--- src/rtl/la_spram_ctrl_if.sv ---
// Request/response bundle between a client and la_spram_ctrl.
// master = requester side, slave = controller side.
interface la_spram_ctrl_if #(
    parameter int DW = 32,
    parameter int AW = 10
);
    logic          req_valid;
    logic          req_ready;
    logic          req_we;
    logic [AW-1:0] req_addr;
    logic [DW-1:0] req_wmask;
    logic [DW-1:0] req_din;
    logic          rsp_valid;
    logic          rsp_ready;
    logic [DW-1:0] rsp_dout;

    modport master (
        output req_valid, req_we, req_addr, req_wmask, req_din, rsp_ready,
        input  req_ready, rsp_valid, rsp_dout
    );

    modport slave (
        input  req_valid, req_we, req_addr, req_wmask, req_din, rsp_ready,
        output req_ready, rsp_valid, rsp_dout
    );
endinterface

--- src/rtl/la_spram_ctrl_rspq.sv ---
// Two-entry response FIFO; push lands at the next edge, head is a plain mux.
// Caller guarantees no push when full and no pop when empty.
module la_spram_ctrl_rspq #(
    parameter int DW = 32
) (
    input  logic          clk,
    input  logic          reset,
    input  logic          push,
    input  logic [DW-1:0] push_data,
    input  logic          pop,
    output logic [1:0]    count,
    output logic [DW-1:0] head
);
    logic [DW-1:0] mem [2];
    logic          wr_ptr;
    logic          rd_ptr;

    always_ff @(posedge clk) begin
        if (reset) begin
            count  <= 2'd0;
            wr_ptr <= 1'b0;
            rd_ptr <= 1'b0;
        end else begin
            if (push) wr_ptr <= ~wr_ptr;
            if (pop)  rd_ptr <= ~rd_ptr;
            count <= count + {1'b0, push} - {1'b0, pop};
        end
    end

    always_ff @(posedge clk) begin
        if (push) mem[wr_ptr] <= push_data;
    end

    assign head = mem[rd_ptr];
endmodule

--- src/rtl/la_spram_ctrl.sv ---
// Front-end for a 1-cycle-latency single-port RAM: optional zero fill after reset, then
// valid/ready requests with read responses buffered two deep; reads see data 2 cycles after accept.
module la_spram_ctrl #(
    parameter int DW    = 32,
    parameter int AW    = 10,
    parameter int CLEAR = 1
) (
    input  logic          clk,
    input  logic          reset,
    la_spram_ctrl_if.slave bus,
    output logic          busy,
    output logic          mem_ce,
    output logic          mem_we,
    output logic [AW-1:0] mem_addr,
    output logic [DW-1:0] mem_wmask,
    output logic [DW-1:0] mem_din,
    input  logic [DW-1:0] mem_dout
);
    localparam logic ST_CLR = 1'b0;
    localparam logic ST_RUN = 1'b1;
    localparam logic [AW-1:0] CLR_LAST = {AW{1'b1}};

    typedef enum logic {CLR = ST_CLR, RUN = ST_RUN} state_t;

    state_t        state;
    state_t        state_nxt;
    logic [AW-1:0] clr_cnt;
    logic          inflight;
    logic          accept;
    logic          pop;
    logic          rsp_vld;
    logic          credit;
    logic [1:0]    count;
    logic [2:0]    occ;

    always_ff @(posedge clk) begin
        if (reset) begin
            state    <= (CLEAR != 0) ? CLR : RUN;
            clr_cnt  <= '0;
            inflight <= 1'b0;
        end else begin
            state <= state_nxt;
            if (state == CLR && clr_cnt != CLR_LAST) clr_cnt <= clr_cnt + 1'b1;
            inflight <= accept && !bus.req_we;
        end
    end

    // Slots already promised = buffered + in flight, less the one leaving this cycle.
    assign occ    = {1'b0, count} + {2'b00, inflight} - {2'b00, pop};
    assign credit = (occ < 3'd2);
    assign accept = bus.req_valid && bus.req_ready;

    always_comb begin
        state_nxt     = state;
        busy          = 1'b0;
        bus.req_ready = 1'b0;
        mem_ce        = 1'b0;
        mem_we        = 1'b0;
        mem_addr      = bus.req_addr;
        mem_wmask     = bus.req_wmask;
        mem_din       = bus.req_din;
        if (reset) begin
            busy = (CLEAR != 0);
        end else begin
            case (state)
                CLR: begin
                    busy      = 1'b1;
                    mem_ce    = 1'b1;
                    mem_we    = 1'b1;
                    mem_addr  = clr_cnt;
                    mem_wmask = '1;
                    mem_din   = '0;
                    if (clr_cnt == CLR_LAST) state_nxt = RUN;
                end
                RUN: begin
                    bus.req_ready = credit;
                    mem_ce        = bus.req_valid && credit;
                    mem_we        = bus.req_we;
                end
                default: state_nxt = RUN;
            endcase
        end
    end

    assign rsp_vld       = (count != 2'd0) && !reset;
    assign bus.rsp_valid = rsp_vld;
    assign pop           = rsp_vld && bus.rsp_ready;

    la_spram_ctrl_rspq #(.DW(DW)) u_rspq (
        .clk       (clk),
        .reset     (reset),
        .push      (inflight),
        .push_data (mem_dout),
        .pop       (pop),
        .count     (count),
        .head      (bus.rsp_dout)
    );
endmodule

--- src/flat_wrapper.sv ---
// flat-port wrapper written by rule: the top's interface ports become plain ports
module la_spram_ctrl_flat 
#(
    parameter int DW    = 32,
    parameter int AW    = 10,
    parameter int CLEAR = 1
)
  (clk, reset, busy, mem_ce, mem_we, mem_addr, mem_wmask, mem_din, mem_dout, bus_req_valid, bus_req_we, bus_req_addr, bus_req_wmask, bus_req_din, bus_rsp_ready, bus_req_ready, bus_rsp_valid, bus_rsp_dout);
  la_spram_ctrl_if #(.DW(DW), .AW(AW)) bus_i ();
  input  logic clk;
  input  logic reset;
  output logic busy;
  output logic mem_ce;
  output logic mem_we;
  output logic [AW-1:0] mem_addr;
  output logic [DW-1:0] mem_wmask;
  output logic [DW-1:0] mem_din;
  input  logic [DW-1:0] mem_dout;
  input wire logic [$bits(bus_i.req_valid)-1:0] bus_req_valid;
  input wire logic [$bits(bus_i.req_we)-1:0] bus_req_we;
  input wire logic [$bits(bus_i.req_addr)-1:0] bus_req_addr;
  input wire logic [$bits(bus_i.req_wmask)-1:0] bus_req_wmask;
  input wire logic [$bits(bus_i.req_din)-1:0] bus_req_din;
  input wire logic [$bits(bus_i.rsp_ready)-1:0] bus_rsp_ready;
  output wire logic [$bits(bus_i.req_ready)-1:0] bus_req_ready;
  output wire logic [$bits(bus_i.rsp_valid)-1:0] bus_rsp_valid;
  output wire logic [$bits(bus_i.rsp_dout)-1:0] bus_rsp_dout;
  assign bus_i.req_valid = bus_req_valid;
  assign bus_i.req_we = bus_req_we;
  assign bus_i.req_addr = bus_req_addr;
  assign bus_i.req_wmask = bus_req_wmask;
  assign bus_i.req_din = bus_req_din;
  assign bus_i.rsp_ready = bus_rsp_ready;
  assign bus_req_ready = bus_i.req_ready;
  assign bus_rsp_valid = bus_i.rsp_valid;
  assign bus_rsp_dout = bus_i.rsp_dout;
  la_spram_ctrl #(.DW(DW), .AW(AW), .CLEAR(CLEAR)) u_core (.clk(clk), .reset(reset), .bus(bus_i), .busy(busy), .mem_ce(mem_ce), .mem_we(mem_we), .mem_addr(mem_addr), .mem_wmask(mem_wmask), .mem_din(mem_din), .mem_dout(mem_dout));
endmodule
--- config.mk ---
export PLATFORM = sky130hd
export DESIGN_NAME = la_spram_ctrl_flat
export DESIGN_NICKNAME = d
export VERILOG_FILES = /design/src/rtl/la_spram_ctrl_if.sv /design/src/rtl/la_spram_ctrl_rspq.sv /design/src/rtl/la_spram_ctrl.sv /design/src/flat_wrapper.sv
export SDC_FILE = /design/constraint.sdc
export NUM_CORES = 1
export LEC_CHECK = 0
export CAP_MARGIN = 25
export CORE_AREA = 2 2 79 157
export DETAILED_ROUTE_END_ITERATION = 16
export DIE_AREA = 0 0 81 159
export PLACE_DENSITY_LB_ADDON = 0.05
export SLEW_MARGIN = 10
export SYNTH_ARGS = -nofsm -noshare
export SYNTH_HDL_FRONTEND = slang
export SYNTH_HIERARCHICAL = 1
export SYNTH_SLANG_ARGS = --single-unit
--- constraint.sdc ---
create_clock -name clk -period 2.1 [get_ports clk]
set_input_delay 0.21 -clock clk [delete_from_list [all_inputs] [get_ports clk]]
set_output_delay 0.21 -clock clk [all_outputs]
set_load 0.05 [all_outputs]
### Word level (Yosys, flattened, before mapping)

Memory sizes are Yosys's and may differ from the RTL's. A register that Yosys moved wholly into a read port is not among the register bits.
Cells that the tools add are included.

* output and inout port bits: 111
* bits in registers: 16
* memories kept: 1
* RAM bits: 64
* bits of input ports: 111
* logic and storage cells: 47

* eq/ne operators: 2
* bitwise logic cells: 3
* muxes and demuxes: 20
* $lt $le $gt $ge: 1
* $add $sub $neg: 5
* reductions and logical operators: 9

Memories
* u_core.u_rspq.mem: words 2, bits a word 32, read ports 1, clocked after Yosys merged registers in 1, wr ports 1, line la_spram_ctrl_rspq.sv:14 `logic [DW-1:0] mem [2];`

Operators by type and width (count)
* 32-bit two-way mux: 4
* 10-bit two-way mux: 2
* 1-bit two-way mux: 12
* 10-bit by 1-bit adder with 10-bit output, second input constant: 1
* 10-bit == test, second input constant: 1
* 10-bit != test, second input constant: 1
* 1-bit logical AND: 6
* 1-bit case mux with 2 select lines: 2
* 2-bit by 1-bit adder with 3-bit output: 1
* 3-bit by 2-bit < comparator with 1-bit output, second input constant: 1
* 1-bit inverter: 3
* 3-bit by 1-bit subtractor with 3-bit output: 1
* 2-bit by 1-bit adder with 2-bit output: 1
* 1-bit zero test: 2
* 2-bit nonzero test: 1
* 2-bit by 1-bit subtractor with 2-bit output: 1

### Depth between registers and ports, before layout

* word-level depth: 9
* depth in mapped cells: 9
* gate-level depth less buffers: 9

### Cells and area by module

The synthesis kept the hierarchy.

By module, submodules not included
* la_spram_ctrl_rspq: seq. area each 2021.9 µm², area an instance 2670.1 µm², cells each 119, times used 1
* la_spram_ctrl: seq. area each 240.2 µm², area an instance 1340.0 µm², cells each 172, times used 1

### Worst setup path before layout

No wires, ideal clock.

* path kind: reg-to-output
* from: reg u_core.u_rspq.count[1]
* to: out mem_ce
* data arrival time: 2.987 ns
* stages on the path, launching flop included: 10
* setup slack: -1.097 ns
* required time: 1.890 ns
* buffers on the path: 0
* cells stage by stage: dfxtp_1 > nor2_1 > nor2_1 > and2_1 > ha_1 > nand2b_1 > fa_1 > xnor2_1 > nand4b_1 > o21ai_0

* cells in the longest elaborated chain, start to end: 8
* elaborated cells between the ends (all ways): 9
* those cells by class: add/sub: 2; order compare: 1; mux: 2; reduce/logical: 4

Ends and longest elaborated chain
* start: declaration: line la_spram_ctrl_rspq.sv:11 `output logic [1:0] count,`
* start signal: assignment: line la_spram_ctrl_rspq.sv:26 `count <= count + {1'b0, push} - {1'b0, pop};`
* 2-bit nonzero test: line la_spram_ctrl.sv:85 `assign rsp_vld = (count != 2'd0) && !reset;`
* 1-bit logical AND: line la_spram_ctrl.sv:85
* named net bus_rsp_valid: line flat_wrapper.sv:26 `output wire logic [$bits(bus_i.rsp_valid)-1:0] bus_rsp_valid;`
* 1-bit logical AND: line la_spram_ctrl.sv:87 `assign pop = rsp_vld && bus.rsp_ready;`
* named net u_core.pop: line la_spram_ctrl.sv:30 `logic pop;`
* 3-bit by 1-bit subtractor with 3-bit output: line la_spram_ctrl.sv:49 `assign occ = {1'b0, count} + {2'b00, inflight} - {2'b00, pop};`
* 3-bit by 2-bit < comparator with 1-bit output: line la_spram_ctrl.sv:50 `assign credit = (occ < 3'd2);`
* 1-bit logical AND: line la_spram_ctrl.sv:77 `mem_ce = bus.req_valid && credit;`
* 1-bit case mux with 2 select lines: line la_spram_ctrl.sv:65 `case (state)`
* 1-bit two-way mux: line la_spram_ctrl.sv:62 `if (reset) begin`
* end: declaration: line flat_wrapper.sv:13 `output logic mem_ce;`

The timed path passes the listed nets, and every way through them passes these cells.

### Worst setup path after layout

* from: reg u_core.u_rspq.count[0]
* to: out mem_ce

* cells in the longest elaborated chain, start to end: 8
* elaborated cells between the ends (all ways): 9
* those cells by class: add/sub: 2; order compare: 1; mux: 2; reduce/logical: 4

Ends and longest elaborated chain (line)
* 2-bit nonzero test: la_spram_ctrl.sv:85
* 1-bit logical AND: la_spram_ctrl.sv:85
* 1-bit logical AND: la_spram_ctrl.sv:87
* named net u_core.pop: la_spram_ctrl.sv:30
* 3-bit by 1-bit subtractor with 3-bit output: la_spram_ctrl.sv:49
* 3-bit by 2-bit < comparator with 1-bit output: la_spram_ctrl.sv:50
* 1-bit logical AND: la_spram_ctrl.sv:77
* 1-bit case mux with 2 select lines: la_spram_ctrl.sv:65
* 1-bit two-way mux: la_spram_ctrl.sv:62

The timed path passes the listed nets, and every way through them passes these cells.

==> metrics.txt <==
post-synthesis sequential area ratio=56.4%; Syn Nets=407; worst-path fanout max=2; Pleak=2.76 nW; CTS resizes=0; slowest CP cell=fa_2; critical path, cell by cell=nor2_4 -> nor2_4 -> and2_4 -> ha_4 -> nand2b_4 -> fa_2 -> nand4b_1 -> o21ai_4 -> buf_12; CTS tree=built; critical path class=reg2out; CP endpoint kind=primary output; Tmin final=2.53 ns; number of diodes=0; final setup fails=2; mean number of vias per cell=4.62; Worst Skew=0.00679 ns; Yosys cell types=39; setup TNS=-0.782 ns; Routed Antenna Nets=0; Post-Route WL=10400 µm; # nets final=637; Fin. Hold Viols=0; max_cap viols=0; htree depth=3; non-filler cells in the finished layout=671; total track usage=16.1%; vias in the first global route=3345; CORE AREA=0.0116 mm²; Cell Area, Synth=0.00401 mm²; RSZ-0062 raised after global routing=true; final core utilization=60.4%; TritonCTS buffer count=9; clock-pin slew on the worst setup and hold paths=0.06 ns; dpl cells=650; final worst path period share=121%; initial antenna violation count=0; Worst R2R Start=u_core/u_rspq/count[0]$_SDFF_PP0_; I/O Buffers=221; die width=81 µm; failing checks=negative setup slack; Area growth, synth to finish=75.3%; HPWL Detailed=8120 µm; hold-fix buffers at CTS=0; crit path DAT=2.32 ns; Max transition margin=66.0%; Worst path most repeated cell=nor2_4; IO Pins=222; VDD IR max=0.553 mV; Root Driver=clkbuf_16; worst endpoint required time=1.89 ns; crit start category=register; warnings from Yosys=6; post-route setup slack=-0.431 ns; layout cells sized above 1=43.5%; Post-Syn Area per Cell=13.8 µm²; Setup crit start=u_core/u_rspq/count[0]$_SDFF_PP0_; First-pass DRT Iterations=4; Clock Latency Late Sink=0.33 ns; max frequency=395 MHz; largest stage delay on the critical path=0.54 ns; CTS sink cnt=81; pwr/cell area=643 mW/mm²; Hold Crit Class=in2reg; Initial Util=34.5%; Avg WL per Cell=15.5 µm; Least-Margin Pin Slew=0.509 ns; via count=3102; max-slew violation count=0; number of remaining DRC errors=0; first-pass GRT wire length=16000 µm; Cells after Synth=291; Iteration-0 DRC Markers=65; GPL Wtd Cong=0.847; FF+latch count, synth=81; Hold Startpoint=mem_dout[14]; die height=159 µm; FP Rows=56; GRT Residual Overflow=0; pin count of the biggest net entering global routing=54; status=finished with violations; DIE AREA=0.0129 mm²; Max Root-Sink Buffers=2
final timing paths:
path                                        end  slack [ns]  cells after the start
max                                      mem_ce       -0.43                      9
min          u_core/u_rspq/mem[0][14]$_DFFE_PP_        0.46                      1
max reg2reg          u_core/inflight$_SDFF_PP0_        0.13                      8
min reg2reg   u_core/u_rspq/rd_ptr$_SDFFE_PP0P_        0.52                      2
Yosys cell counts (all sizes together):
cell     number  area share, %
clkbuf        5           0.47
a31oi         4           0.62
or2          32            5.0
nor3b         1           0.19
xnor2         3           0.66
o21bai        3           0.56
a211oi        5           0.94
fa            1           0.50
a21oi         4           0.50
nand3         5           0.62
and3          1           0.28
a41oi         2           0.44
nand2b        2           0.31
nand4b        3           0.66
nand2         3           0.28
a311oi        1           0.22
edfxtp       64             48
a2111oi       1           0.69
and4b         3           0.75
a2bb2oi       2           0.44
nor2          8           0.75
nor2b        37            5.8
o21ai         3           0.37
nand4         3           0.47
and4          2           0.44
ha            4            1.2
buf          14            3.4
inv           6           0.56
and2          4           0.62
dfxtp        17            8.5
mux2         42             15
nor4          2           0.31
nor3          3           0.37
xnor3         1           0.56
through the flow:
stage	cell area, µm²	power [mW]	hold slack (ns)	worst slack, ns
6_report	7030	4.52	0.457	-0.431
5_1_grt	7030	4.68	0.444	-0.507
4_1_cts	6990	4.56	0.443	-0.465
3_5_place_dp	6630	2.80	0.502	-0.436
3_3_place_gp	6630	2.79	0.497	-0.398
2_1_floorplan	4080	2.30	0.273	-0.290
layer usage:
layer  track usage [%]  wire length [µm]  up-vias  share of wire, %
met1              15.3              3460     1462                33
met2              30.8              6070      120                58
met4              5.93               166        0               1.6
li1                  -                 -     1509                 -
met3              4.93               713       11               6.9
met5                 0                 0        -                 0
registers in the layout (all words and copies together) (netlist names), named ones only:
signal and flops:
u_core/u_rspq/rd_ptr 1, u_core/inflight 1, u_core/u_rspq/mem 64, u_core/u_rspq/wr_ptr 1, u_core/clr_cnt 10, u_core/u_rspq/count 2, u_core/state 1
logic make-up after synthesis:
group	after synthesis	share of synthesized area, %
buffers and inverters	25	4.43
AOI/OAI and AO/OA	25	4.77
DFF	81	56.4
xor gates and xnor gates	4	1.22
adders and majority gates	5	1.75
muxes	42	14.6
and+or+nand+nor	109	16.8
placed cells by master (no fill, tap or decap), types with 10 or more instances in the layout:
cell / n
buf_12: 38
clkbuf_16: 10
buf_4: 86
nor2b_1: 37
edfxtp_1: 64
clkdlybuf4s50_1: 113
dfxtp_1: 14
mux2_2: 12
or2_2: 30
mux2_4: 30
layout make-up:
class                   count  area (µm²)
clock buffers               9         225
clock inverters             7         119
fillers                   981        4600
inverters                   6        22.5
multi-input cells         185        1650
flip-flops and latches     81        2270
well taps                 145         181
repair buffers            238        2560
critical path: cells and delay by family, from the launching register on:
family,cells,cell delay (ns)
AO/OA/AOI/OAI,1,0.13
AND/OR/NAND/NOR,5,0.64
flip-flops,1,0.33
buffers and inverters,1,0.15
adder cells (fa/ha/maj),2,0.75
power breakdown:
part	internal [mW]	switching, mW	total, mW
combinational	0.478	0.490	0.968
clock	1.16	0.591	1.75
sequential	1.75	0.0525	1.80
total	3.38	1.13	4.52
timing repair:
item	CTS	global route
pin swaps	7	3
setup buffers	2	2
gates cloned	0	1
endpoints found under the setup margin	2	12
Power figures use the tool's default switching activity.
